`src/rtl/csa_resolver.sv`:
```
// Digit-serial carry-propagate stage: resolves a carry-save pair (u, v) into a
// binary sum, DIGIT bits per cycle through one registered carry.
module csa_resolver #(
  parameter int W     = 8,
  parameter int DIGIT = 2
) (
  input  logic           clk,
  input  logic           reset,
  input  logic           in_valid,
  output logic           in_ready,
  input  logic [W-1:0]   u,
  input  logic [W:1]     v,
  output logic           out_valid,
  input  logic           out_ready,
  output logic [W+1:0]   sum,
  output logic [1:0]     dbg_state
);

  localparam int P  = DIGIT * ((W + 2 + DIGIT - 1) / DIGIT);
  localparam int N  = P / DIGIT;
  localparam int CW = $clog2(N + 1);

  // Handshakes: a transfer happens on a rising edge where valid and ready are
  // both 1; in_ready depends on state only, out_valid/sum are registered.
  typedef enum logic [1:0] {
    IDLE = 2'd0,
    RUN  = 2'd1,
    DONE = 2'd2
  } state_t;

  state_t          state_q;
  logic [P-1:0]    a_q;
  logic [P-1:0]    b_q;
  logic [P-1:0]    res_q;
  logic            carry_q;
  logic [CW-1:0]   cnt_q;
  logic            out_valid_q;
  logic [W+1:0]    sum_q;

  logic [DIGIT:0]  dig_d;
  logic [P-1:0]    res_d;
  logic            last_d;

  // Operands shift right each digit, so the active digit is always at bit 0;
  // result digits enter at the top and reach their final place after N steps.
  assign dig_d  = {1'b0, a_q[DIGIT-1:0]} + {1'b0, b_q[DIGIT-1:0]}
                + {{DIGIT{1'b0}}, carry_q};
  assign res_d  = (res_q >> DIGIT) | (P'(dig_d[DIGIT-1:0]) << (P - DIGIT));
  assign last_d = (cnt_q == CW'(N - 1));

  assign in_ready  = (state_q == IDLE) && !reset;
  assign out_valid = out_valid_q;
  assign sum       = sum_q;
  assign dbg_state = state_q;

  always_ff @(posedge clk or posedge reset) begin
    if (reset) begin
      state_q     <= IDLE;
      a_q         <= '0;
      b_q         <= '0;
      res_q       <= '0;
      carry_q     <= 1'b0;
      cnt_q       <= '0;
      out_valid_q <= 1'b0;
      sum_q       <= '0;
    end else begin
      case (state_q)
        IDLE: begin
          if (in_valid) begin
            a_q     <= P'(u);
            b_q     <= P'({v, 1'b0});
            res_q   <= '0;
            carry_q <= 1'b0;
            cnt_q   <= '0;
            state_q <= RUN;
          end
        end
        RUN: begin
          a_q     <= a_q >> DIGIT;
          b_q     <= b_q >> DIGIT;
          res_q   <= res_d;
          carry_q <= dig_d[DIGIT];
          cnt_q   <= cnt_q + CW'(1);
          if (last_d) begin
            // Final carry-out is always zero since P >= W+2.
            sum_q       <= res_d[W+1:0];
            out_valid_q <= 1'b1;
            state_q     <= DONE;
          end
        end
        DONE: begin
          if (out_ready) begin
            out_valid_q <= 1'b0;
            state_q     <= IDLE;
          end
        end
        default: begin
          state_q <= IDLE;
        end
      endcase
    end
  end

endmodule
```
`config.mk`:
```
export PLATFORM = sky130hd
export DESIGN_NAME = csa_resolver
export DESIGN_NICKNAME = d
export VERILOG_FILES = /design/src/rtl/csa_resolver.sv
export SDC_FILE = /design/constraint.sdc
export NUM_CORES = 1
export LEC_CHECK = 0
export ABC_AREA = 1
export CAP_MARGIN = 20
export CELL_PAD_IN_SITES_DETAIL_PLACEMENT = 1
export CELL_PAD_IN_SITES_GLOBAL_PLACEMENT = 2
export CORE_ASPECT_RATIO = 1.5
export CORE_MARGIN = 2
export CORE_UTILIZATION = 30
export CTS_CLUSTER_SIZE = 14
export DETAILED_ROUTE_END_ITERATION = 10
export GPL_ROUTABILITY_DRIVEN = 0
export PLACE_DENSITY_LB_ADDON = 0.12
export SETUP_SLACK_MARGIN = 0.4
export SLEW_MARGIN = 10
export SYNTH_ARGS = -nofsm -noshare
export SYNTH_HDL_FRONTEND = slang
export SYNTH_SLANG_ARGS = --single-unit
```
`constraint.sdc`:
```
create_clock -name clk -period 4.1 [get_ports clk]
set_input_delay 0.615 -clock clk [delete_from_list [all_inputs] [get_ports clk]]
set_output_delay 0.615 -clock clk [all_outputs]
set_load 0.1 [all_outputs]
```
==> results of run 1 <==
stage by stage:
stage | hold slack, ns | setup WS [ns] | area (µm²) | cells
after global placement | 0.459 | 1.38 | 2440 | 333
after detailed placement | 0.461 | 1.36 | 2440 | 333
after global routing | 0.515 | 0.964 | 2540 | 341
after floorplan | 0.453 | 0.977 | 2080 | 231
final | 0.476 | 1.07 | 2540 | 341
after CTS | 0.484 | 1.03 | 2540 | 341
state kept, by name (all words and copies together) (netlist names):
signal     flops
a_q            8
b_q            9
carry_q        1
cnt_q          3
dbg_state      2
out_valid      1
res_q          8
sum           10
power breakdown:
part / switching [mW] / leakage, nW / total, mW / internal [mW]
sequential: 0.123 / 0.534 / 0.714 / 0.591
combinational: 0.836 / 0.688 / 1.17 / 0.332
clock: 0.151 / 0.0472 / 0.287 / 0.135
worst min-delay path: cells and delay by family (launching register included):
kind             cells  cell delay [ns]
DFF                  1             0.35
and+or+nand+nor      2             0.10
layer usage:
| metal | vias to the layer above | wire (µm) | GRT usage, % |
|---|---|---|---|
| met5 | - | 0 | 0 |
| met4 | 0 | 87 | 5.26 |
| met3 | 6 | 133 | 3.22 |
| met2 | 25 | 2260 | 24.0 |
| met1 | 749 | 1850 | 14.4 |
| li1 | 768 | - | - |
logic make-up (layout without fill, tap and decap cells):
kind of cell	Yosys count	count (layout)
buffers and inverters	53	85
adders and majority gates	4	4
DFF	42	42
AOI/OAI and AO/OA	27	27
and+or+nand+nor	105	105
how the worst min path moves through the flow:
stage | startpoint | to | cells after the start
final | sum[6] | sum[6] | 2
after global routing | sum[4] | sum[4] | 2
after detailed placement | sum[6] | sum[6] | 2
after floorplan | res_q[6] | res_q[4] | 2
after global placement | out_valid | out_valid | 2
after CTS | sum[6] | sum[6] | 2
cell type report:
| type | instances | area (µm²) | area share (%) |
|---|---|---|---|
| flip-flops and latches | 42 | 1050 | 41.4 |
| inverters | 43 | 164 | 6.46 |
| clock buffers | 6 | 82.6 | 3.25 |
| well taps | 78 | 97.6 | 3.84 |
| repair buffers | 34 | 335 | 13.2 |
| multi-input cells | 136 | 796 | 31.3 |
| clock inverters | 2 | 12.5 | 0.493 |
cells in the final DEF, fill, tap and decap left out:
cell type and instances:
buf_4 2, nand3_2 12, dfrtp_1 42, o31ai_1 1, nor3_2 1, inv_2 1, nor2_4 1, inv_1 41
ha_1 2, o21ai_0 10, nand2_4 2, nor2_1 1, inv_4 1, clkdlybuf4s50_1 32, nand2_8 1, nand2_1 66
clkinvlp_4 1, o21ai_2 14, clkinv_2 1, o21ai_1 2, clkbuf_8 6, fa_1 2, nand3_1 21
==> results.md, run 1 <==
* Outcome: finished, final reports clean
* P_leak at about 1.3 nW
* CP Class: flip-flop to primary output
* Worst endpoint required time at around 3.5 ns
* Peak supply drop at between 200 and 250 µV
* Setup-failing EPs final at 0
* Post-synth cell types at 22
* Adder-cell share of the synthesized area at approximately 3.1%
* Final Hold Vio Count at 0
* Worst path max stage delay at around 1.3 ns
* Initial antenna violation count at 0
* Worst setup startpoint: dbg_state[0]
* RR Startpoint: dbg_state[0]
* Max_cap viols at 0
* Total gr overflow at 0
* Worst path depth at 1
* TritonCTS clock tree: yes
* Largest family of logic cells by synthesized area: simple AND/OR/NAND/NOR gates
* Clock buffer depth at 2
* H-Tree Depth at 2
* Post-Synth XOR/XNOR Area at 0%
* Syn_area_per_cell at 9.00 µm²
* Avg Vias per Cell at about 4.5
* Core area at slightly below 0.007 mm²
* Count of flip-flops with a built-in enable after synthesis at 0
* Crit end category: primary output
* Post-synthesis sequential area ratio at between 50% and 60%
* Initial DRC count at 62
* CP cell instances: clkdlybuf4s50_1
* Proportion of synthesized area in mux cells at 0%
* Post-Syn Instances at roughly 230
* CTS root buf: clkbuf_8
* Syn_nets at 255
* PostCTS Resize Cnt at 0
* Post-synth top cells: 66 x nand2_1, 42 x dfrtp_1, 41 x inv_1
* CP Data Arrival Time at around 2.4 ns
* HPWL Detailed at 2940 µm
* Slowest cell on the critical path: clkdlybuf4s50_1
* Rel. slew slack at 35.7%
* Die width at approximately 72 µm
* Complex-gate fraction of the synthesized area at under 10%
* Post-layout util at between 30% and 40%
* Hold Path Class: flip-flop to flip-flop
* First-pass GRT wire length at between 7000 and 8000 µm
* Period Utilization, post-route at between 70% and 80%
* Startpoint types: flip-flop
* Final Max Tran Viols at 0
* Largest net degree at the start of global routing at 43
* Via count at ~1,500
* Routed len/inst at approximately 13 µm
* Area leader, netlist: dfrtp_1
* I/O Buffers at 33
* Pwr dens at between 800 and 900 mW/mm²
* Number of global-route vias before repair at about 1,700
* Setup TNS Final at 0 ns
* Setup Skew at around 0.011 ns
* Area growth, synth to finish at 22.1%
* FF+latch count, synth at 42
* FP Rows at 37
* Synth Warn # at 0
* Most common cell in the netlist: nand2_1
* # IOs at 34
* Reg2reg setup slack at roughly 1.8 ns
* Final wirelength at between 4000 and 5000 µm
* Least-Margin Pin Slew at a little under 1 ns
* Setup bufs post-CTS at 0
* Number of hold buffers added after cts at 0
* GR Util All Layers at about an eighth
* Top-area cell type share of the netlist area at 50.5%
* Ys async rst share at between 90% and 100%
* Reg-to-reg critical path endpoint: sum[4]
* Fin nets at approximately 290
* Antenna diode count at 0
* WP buf/inv at 1
* Synth Flop Type: dfrtp_1
* Total iterations of the first detailed-routing run at 4
* Overall die area at ~0.0076 mm²
* Die height at between 100 and 150 µm
* Drt drc at 0
* Cell family with most CP delay: buffers and inverters
* CTS buffer count at 5
* Reg2Reg Depth at 5
* F_max at 331 MHz
* Filler Cells Inserted at a little under 800
* Post-synthesis simple-gate area fraction at about 26%
* Clock-pin slew on the worst setup and hold paths at about 0.09 ns
* Layout cell share with drive strength beyond 1 at 16.3%
* Clock insertion delay at the later pin of the skew report at roughly 0.3 ns
* Starting Density at a little under a third
* Worst setup path end: dbg_state[0]
* Crit path time final at approximately 3.0 ns
* Antenna viol nets, final at 0
* Cell Area, Synth at roughly 0.0021 mm²
* RSZ-0062 raised after global routing: false
* Total power at 2.17 mW
* Clock sinks at 42
* Synth area leaders: dfrtp_1 51%, nand2_1 12%, inv_1 7.4%, o21ai_2 5.9%, nand3_2 5.8%
* Crit-path max FO at 18
Power figures use the tool's default switching activity.
==> run 2, diff against run 1 <==
Settings changed: CORE_UTILIZATION 30 to 29.
Clock period 4.1 ns to 2.57 ns, I/O delays scaled along.
==> results.md, run 2 (synthesis gave the netlist of run 1 again) <==
* Outcome: finished, final reports clean
* PostCTS Resize Cnt at 0
* Area growth, synth to finish at 21.9%
* CP Data Arrival Time at about 1.9 ns
* Hold Path Class: flip-flop to flip-flop
* Largest net degree at the start of global routing at 29
* HPWL Detailed at around 3100 µm
* Setup-failing EPs final at 0
* Startpoint types: flip-flop
* Post-layout util at ~37%
* Slowest cell on the critical path: dfrtp_4
* Drt drc at 0
* Crit-path max FO at 20
* Initial DRC count at 60
* Die height at 108 µm
* Clock insertion delay at the later pin of the skew report at roughly 0.30 ns
* Total power at 3.46 mW
* Layout cell share with drive strength beyond 1 at 22.7%
* Combinational share of power at between 50% and 60%
* FP Rows at 37
* Core area at about 0.0069 mm²
* Switching power at ~1.8 mW
* Crit path time final at 1.71 ns
* H-Tree Depth at 2
* Clock sinks at 42
* RSZ-0062 raised after global routing: false
* Commonest cells after routing, fill and taps aside: 65 x nand2_1, 41 x inv_1, 40 x dfrtp_1, 21 x nand3_1, 19 x clkdlybuf4s50_1
* Antenna diode count at 0
* Clock-pin slew on the worst setup and hold paths at about 0.080 ns
* Clock buffer depth at 2
* Rel. slew slack at between 70% and 80%
* I/O Buffers at 33
* Antenna viol nets, final at 0
* F_max at approximately 590 MHz
* Period Utilization, post-route at between 60% and 70%
* Number of hold buffers added after cts at 0
* Total iterations of the first detailed-routing run at 4
* Avg Vias per Cell at around 4.4
* CP Class: flip-flop to flip-flop
* Number of global-route vias before repair at ~1,700
* Setup Skew at 0.00395 ns
* Peak supply drop at 418 µV
* Least-Margin Pin Slew at approximately 0.43 ns
* Reg power frac at approximately a third
* Most common cell after layout, fill and taps aside: nand2_1
* Final Max Tran Viols at 0
* Overall die area at between 0.007 and 0.008 mm²
* Final Hold Vio Count at 0
* Max_cap viols at 0
* Setup bufs post-CTS at 0
* First-pass GRT wire length at ~8000 µm
* Fin area at about 0.0025 mm²
* Final wirelength at 4540 µm
* Routed len/inst at ~13 µm
* # IOs at 34
* Worst endpoint required time at 2.75 ns
* Initial antenna violation count at 0
* Filler Cells Inserted at 820
* Pwr dens at roughly 1400 mW/mm²
* P_leak at 1.29 nW
* Int Pwr at about 1.7 mW
* Placed Area at 0.00244 mm²
* Crit end category: flip-flop
* GR Util All Layers at between 10% and 20%
* Setup TNS Final at 0 ns
* TritonCTS clock tree: yes
* CTS buffer count at 5
* Via count at ~1,500
* Largest register FFs at 10
* Die width at roughly 73 µm
* Starting Density at a little under a third
* Worst path max stage delay at ~0.60 ns
* Clock share of power at 12.8%
* Fin nets at around 290
* CTS root buf: clkbuf_8
* Total gr overflow at 0
* CP cell instances: inv_2 > nor2_4 > nand2_2 > nand2_1 > o21ai_2
* Switching Share at between 50% and 60%
[run 2: cell types whose count changed in the layout (fill, tap and decap cells not counted)]
cell | before | now
nor3_4 | 0 | 1
clkinv_4 | 0 | 1
nand2_1 | 66 | 65
buf_12 | 0 | 1
dfrtp_1 | 42 | 40
clkbuf_8 | 6 | 5
buf_4 | 2 | 15
dfrtp_2 | 0 | 1
nor3_2 | 1 | 0
nand2_2 | 0 | 1
dfrtp_4 | 0 | 1
clkdlybuf4s50_1 | 32 | 19
[run 2: critical path, delay by kind of cell, from the launching register on]
| kind | cells | cell delay (ns) |
|---|---|---|
| AND/OR/NAND/NOR | 3 | 0.83 |
| flip-flops | 1 | 0.60 |
| buffers and inverters | 1 | 0.09 |
| AO/OA/AOI/OAI | 1 | 0.07 |
[run 2: cell type report]
class	count	area (µm²)	share of cell area, %
multi-input combinational	136	805	31.7
clock inverter	3	21.3	0.839
sequential	42	1060	41.7
timing repair buffer	35	323	12.7
tap	78	97.6	3.85
clock buffer	5	68.8	2.71
inverter	43	164	6.47
[run 2: layer usage]
metal	wire (µm)	track usage, %	vias up
li1	-	-	772
met1	2020	15.5	719
met3	114	2.25	8
met2	2310	23.2	22
met4	97	5.95	0
met5	0	0	-
[run 2: worst paths after layout]
path                            depth (start not counted)         start  slack, ns           end
max in group asynchronous                               3         reset       1.70  dbg_state[0]
min in group asynchronous                               3         reset       0.50      cnt_q[1]
worst min register to register                          2     out_valid       0.48     out_valid
worst max-delay path                                    5  dbg_state[0]       0.86        sum[5]
worst max register to register                          5  dbg_state[0]       0.86        sum[5]
worst min-delay path                                    2     out_valid       0.48     out_valid
[run 2: through the flow]
stage          std cells  hold WS [ns]  worst slack, ns
2_1_floorplan        231         0.453            0.417
4_1_cts              342         0.486            0.549
3_5_place_dp         334         0.464            0.565
6_report             342         0.482            0.863
3_3_place_gp         334         0.459            0.531
5_1_grt              342         0.518            0.674
[run 2: power by group through the flow]
stage	combinational, mW	sequential (mW)	clock (mW)
6_report	1.86	1.16	0.443
2_1_floorplan	1.05	1.64	0
4_1_cts	1.91	1.17	0.464
3_5_place_dp	1.90	1.18	0
5_1_grt	2.07	1.20	0.489
3_3_place_gp	1.89	1.17	0
==> run 3, diff against run 2 <==
Settings changed: CORE_UTILIZATION 29 to 30.
Clock period 2.57 ns to 1.6 ns, I/O delays scaled along.
==> results.md, run 3 (synthesis gave the netlist of run 1 again) <==
* GR Util met3 at around 2.7%
* Outcome: finished, final reports clean
* Fin nets at 328
* Inst Count DP at 340
* Antenna viol nets, final at 0
* Final Hold Vio Count at 0
* Commonest cells after routing, fill and taps aside: 40 x dfrtp_1, 34 x inv_1, 32 x nand2_1, 22 x o21ai_2
* H-Tree Depth at 2
* Reg power frac at approximately a quarter
* Setup-failing EPs final at 0
* Rel. slew slack at 75.5%
* Clock sinks at 42
* Largest net degree at the start of global routing at 18
* Switching Share at roughly 49%
* Final cell count without fillers at around 380
* Avg Vias per Cell at ~4.7
* Antenna diode count at 0
* Layout cell share with drive strength beyond 1 at 52.8%
* Starting Density at 30.6%
* CP Class: flip-flop to flip-flop
* Slowest cell on the critical path: fa_2
* Most common cell after layout, fill and taps aside: dfrtp_1
* Total gr overflow at 0
* Setup TNS Final at 0 ns
* Crit end category: flip-flop
* P_leak at 1.69 nW
* Period Utilization, post-route at roughly 95%
* Drt drc at 0
* Peak supply drop at between 700 and 800 µV
* RSZ-0062 raised after global routing: true
* Max_cap viols at 0
* F_max at ~660 MHz
* Core area at roughly 0.007 mm²
* Final Max Tran Viols at 0
* WP buf/inv at 2
* Clock buffer depth at 2
* TritonCTS clock tree: yes
* # IOs at 34
* Startpoint types: flip-flop
* Hold Path Class: input pin to async pin
* HPWL Detailed at about 3300 µm
* Routed len/inst at ~17 µm
* Least-Margin Pin Slew at roughly 0.37 ns
* M1 GR Usage at between 20 and 25%
* Number of global-route vias before repair at 1,945
* Initial DRC count at 36
* Final worst slack at around 0.074 ns
* Number of hold buffers added after cts at 0
* FP Rows at 37
* Cell family with most CP delay: adder cells
* GR Util met2 at about a third
* CP Data Arrival Time at between 1.5 and 2 ns
* Initial antenna violation count at 0
* Pwr dens at about 2300 mW/mm²
* Clock share of power at under 10%
* Setup Skew at ~0.0038 ns
* Switching power at between 3 and 4 mW
* CP cell instances: inv_2 > fa_2 > inv_2 > fa_2 > nand3_1 > nand2_1
* Total power at 8.19 mW
* Largest register FFs at 10
* Area growth, synth to finish at 71.4%
* Busiest grt layer: met2
* Post-Place Setup Slack at ~0.09 ns
* Die width at 72.0 µm
* CTS root buf: clkbuf_8
* Combinational share of power at roughly two thirds
* Int Pwr at approximately 4.2 mW
* I/O Buffers at 33
* Clock-pin slew on the worst setup and hold paths at 0.08 ns
* Total iterations of the first detailed-routing run at 4
* Overall die area at 0.00763 mm²
* Via count at about 1,800
* Die height at 106 µm
* GR Util All Layers at about 18%
* Crit-path max FO at 2
* CTS buffer count at 5
* Worst endpoint required time at ~1.8 ns
* Crit path time final at 1.53 ns
* Clock insertion delay at the later pin of the skew report at around 0.29 ns
* First-pass GRT wire length at between 10,000 and 15,000 µm
* Worst path max stage delay at around 0.44 ns
* Final wirelength at 6610 µm
[run 3: cell types whose count changed in the layout (fill, tap and decap cells not counted), moves of 7 or more]
cell and change:
o21ai_0 -10, o21ai_2 +8, nand2_1 -33, nand2_4 +13
inv_1 -7, nand3_1 -7, nand2_2 +18, buf_6 +12
nand2_8 +9, buf_12 +18
[run 3: cell type report]
| cell class | count | area, µm² |
|---|---|---|
| Inverter | 43 | 183 |
| Multi-Input combinational cell | 143 | 1220 |
| Fill cell | 734 | 3240 |
| Sequential cell | 42 | 1060 |
| Clock buffer | 8 | 110 |
| Tap cell | 78 | 97.6 |
| Timing Repair Buffer | 69 | 896 |
[run 3: final timing paths]
kind	slack, ns	cells past startpoint	start	end
min reg2reg	0.52	2	b_q[4]	b_q[4]
max	0.07	6	carry_q	sum[9]
min in group clk	0.52	2	b_q[4]	b_q[4]
max in group asynchronous	0.71	3	reset	sum[5]
max reg2reg	0.07	6	carry_q	sum[9]
min	0.38	2	reset	a_q[7]
[run 3: power by group through the flow]
stage          registers [mW]  logic [mW]  clock network, mW
6_report                 1.93        5.45              0.812
5_1_grt                  2.00        5.82              0.858
4_1_cts                  1.88        4.79              0.832
3_5_place_dp             1.92        3.58                  0
3_3_place_gp             1.91        3.53                  0
2_1_floorplan            2.65        1.84                  0
[run 3: worst reg2reg max path: cells and delay by family, from the launching register on]
kind | cells | cell delay (ns)
fa+ha+maj | 2 | 0.81
flops | 1 | 0.35
simple gates | 2 | 0.14
buf+inv | 2 | 0.11
[run 3: layer usage]
metal,vias up,wire length (µm)
met3,12,131
met1,892,2460
met4,0,187
met2,31,3820
li1,868,-
met5,-,0
[run 3: stage by stage]
| stage | hold slack, ns | cell area, µm² | util, % |
|---|---|---|---|
| after floorplan | 0.232 | 2160 | - |
| final | 0.377 | 3560 | 52.4 |
| after detailed placement | 0.480 | 2690 | 39.5 |
| after global routing | 0.419 | 3560 | 52.4 |
| after CTS | 0.361 | 3260 | 48.0 |
| after global placement | 0.469 | 2690 | 39.5 |
[run 3: what timing repair did]
| item | 4_1_cts | 5_1_grt |
|---|---|---|
| cloned | 8 | 1 |
| pin swaps | 4 | 12 |
| gates resized for setup | 63 | 52 |
| setup endpoints to repair | 45 | 45 |
| setup buffers | 15 | 11 |
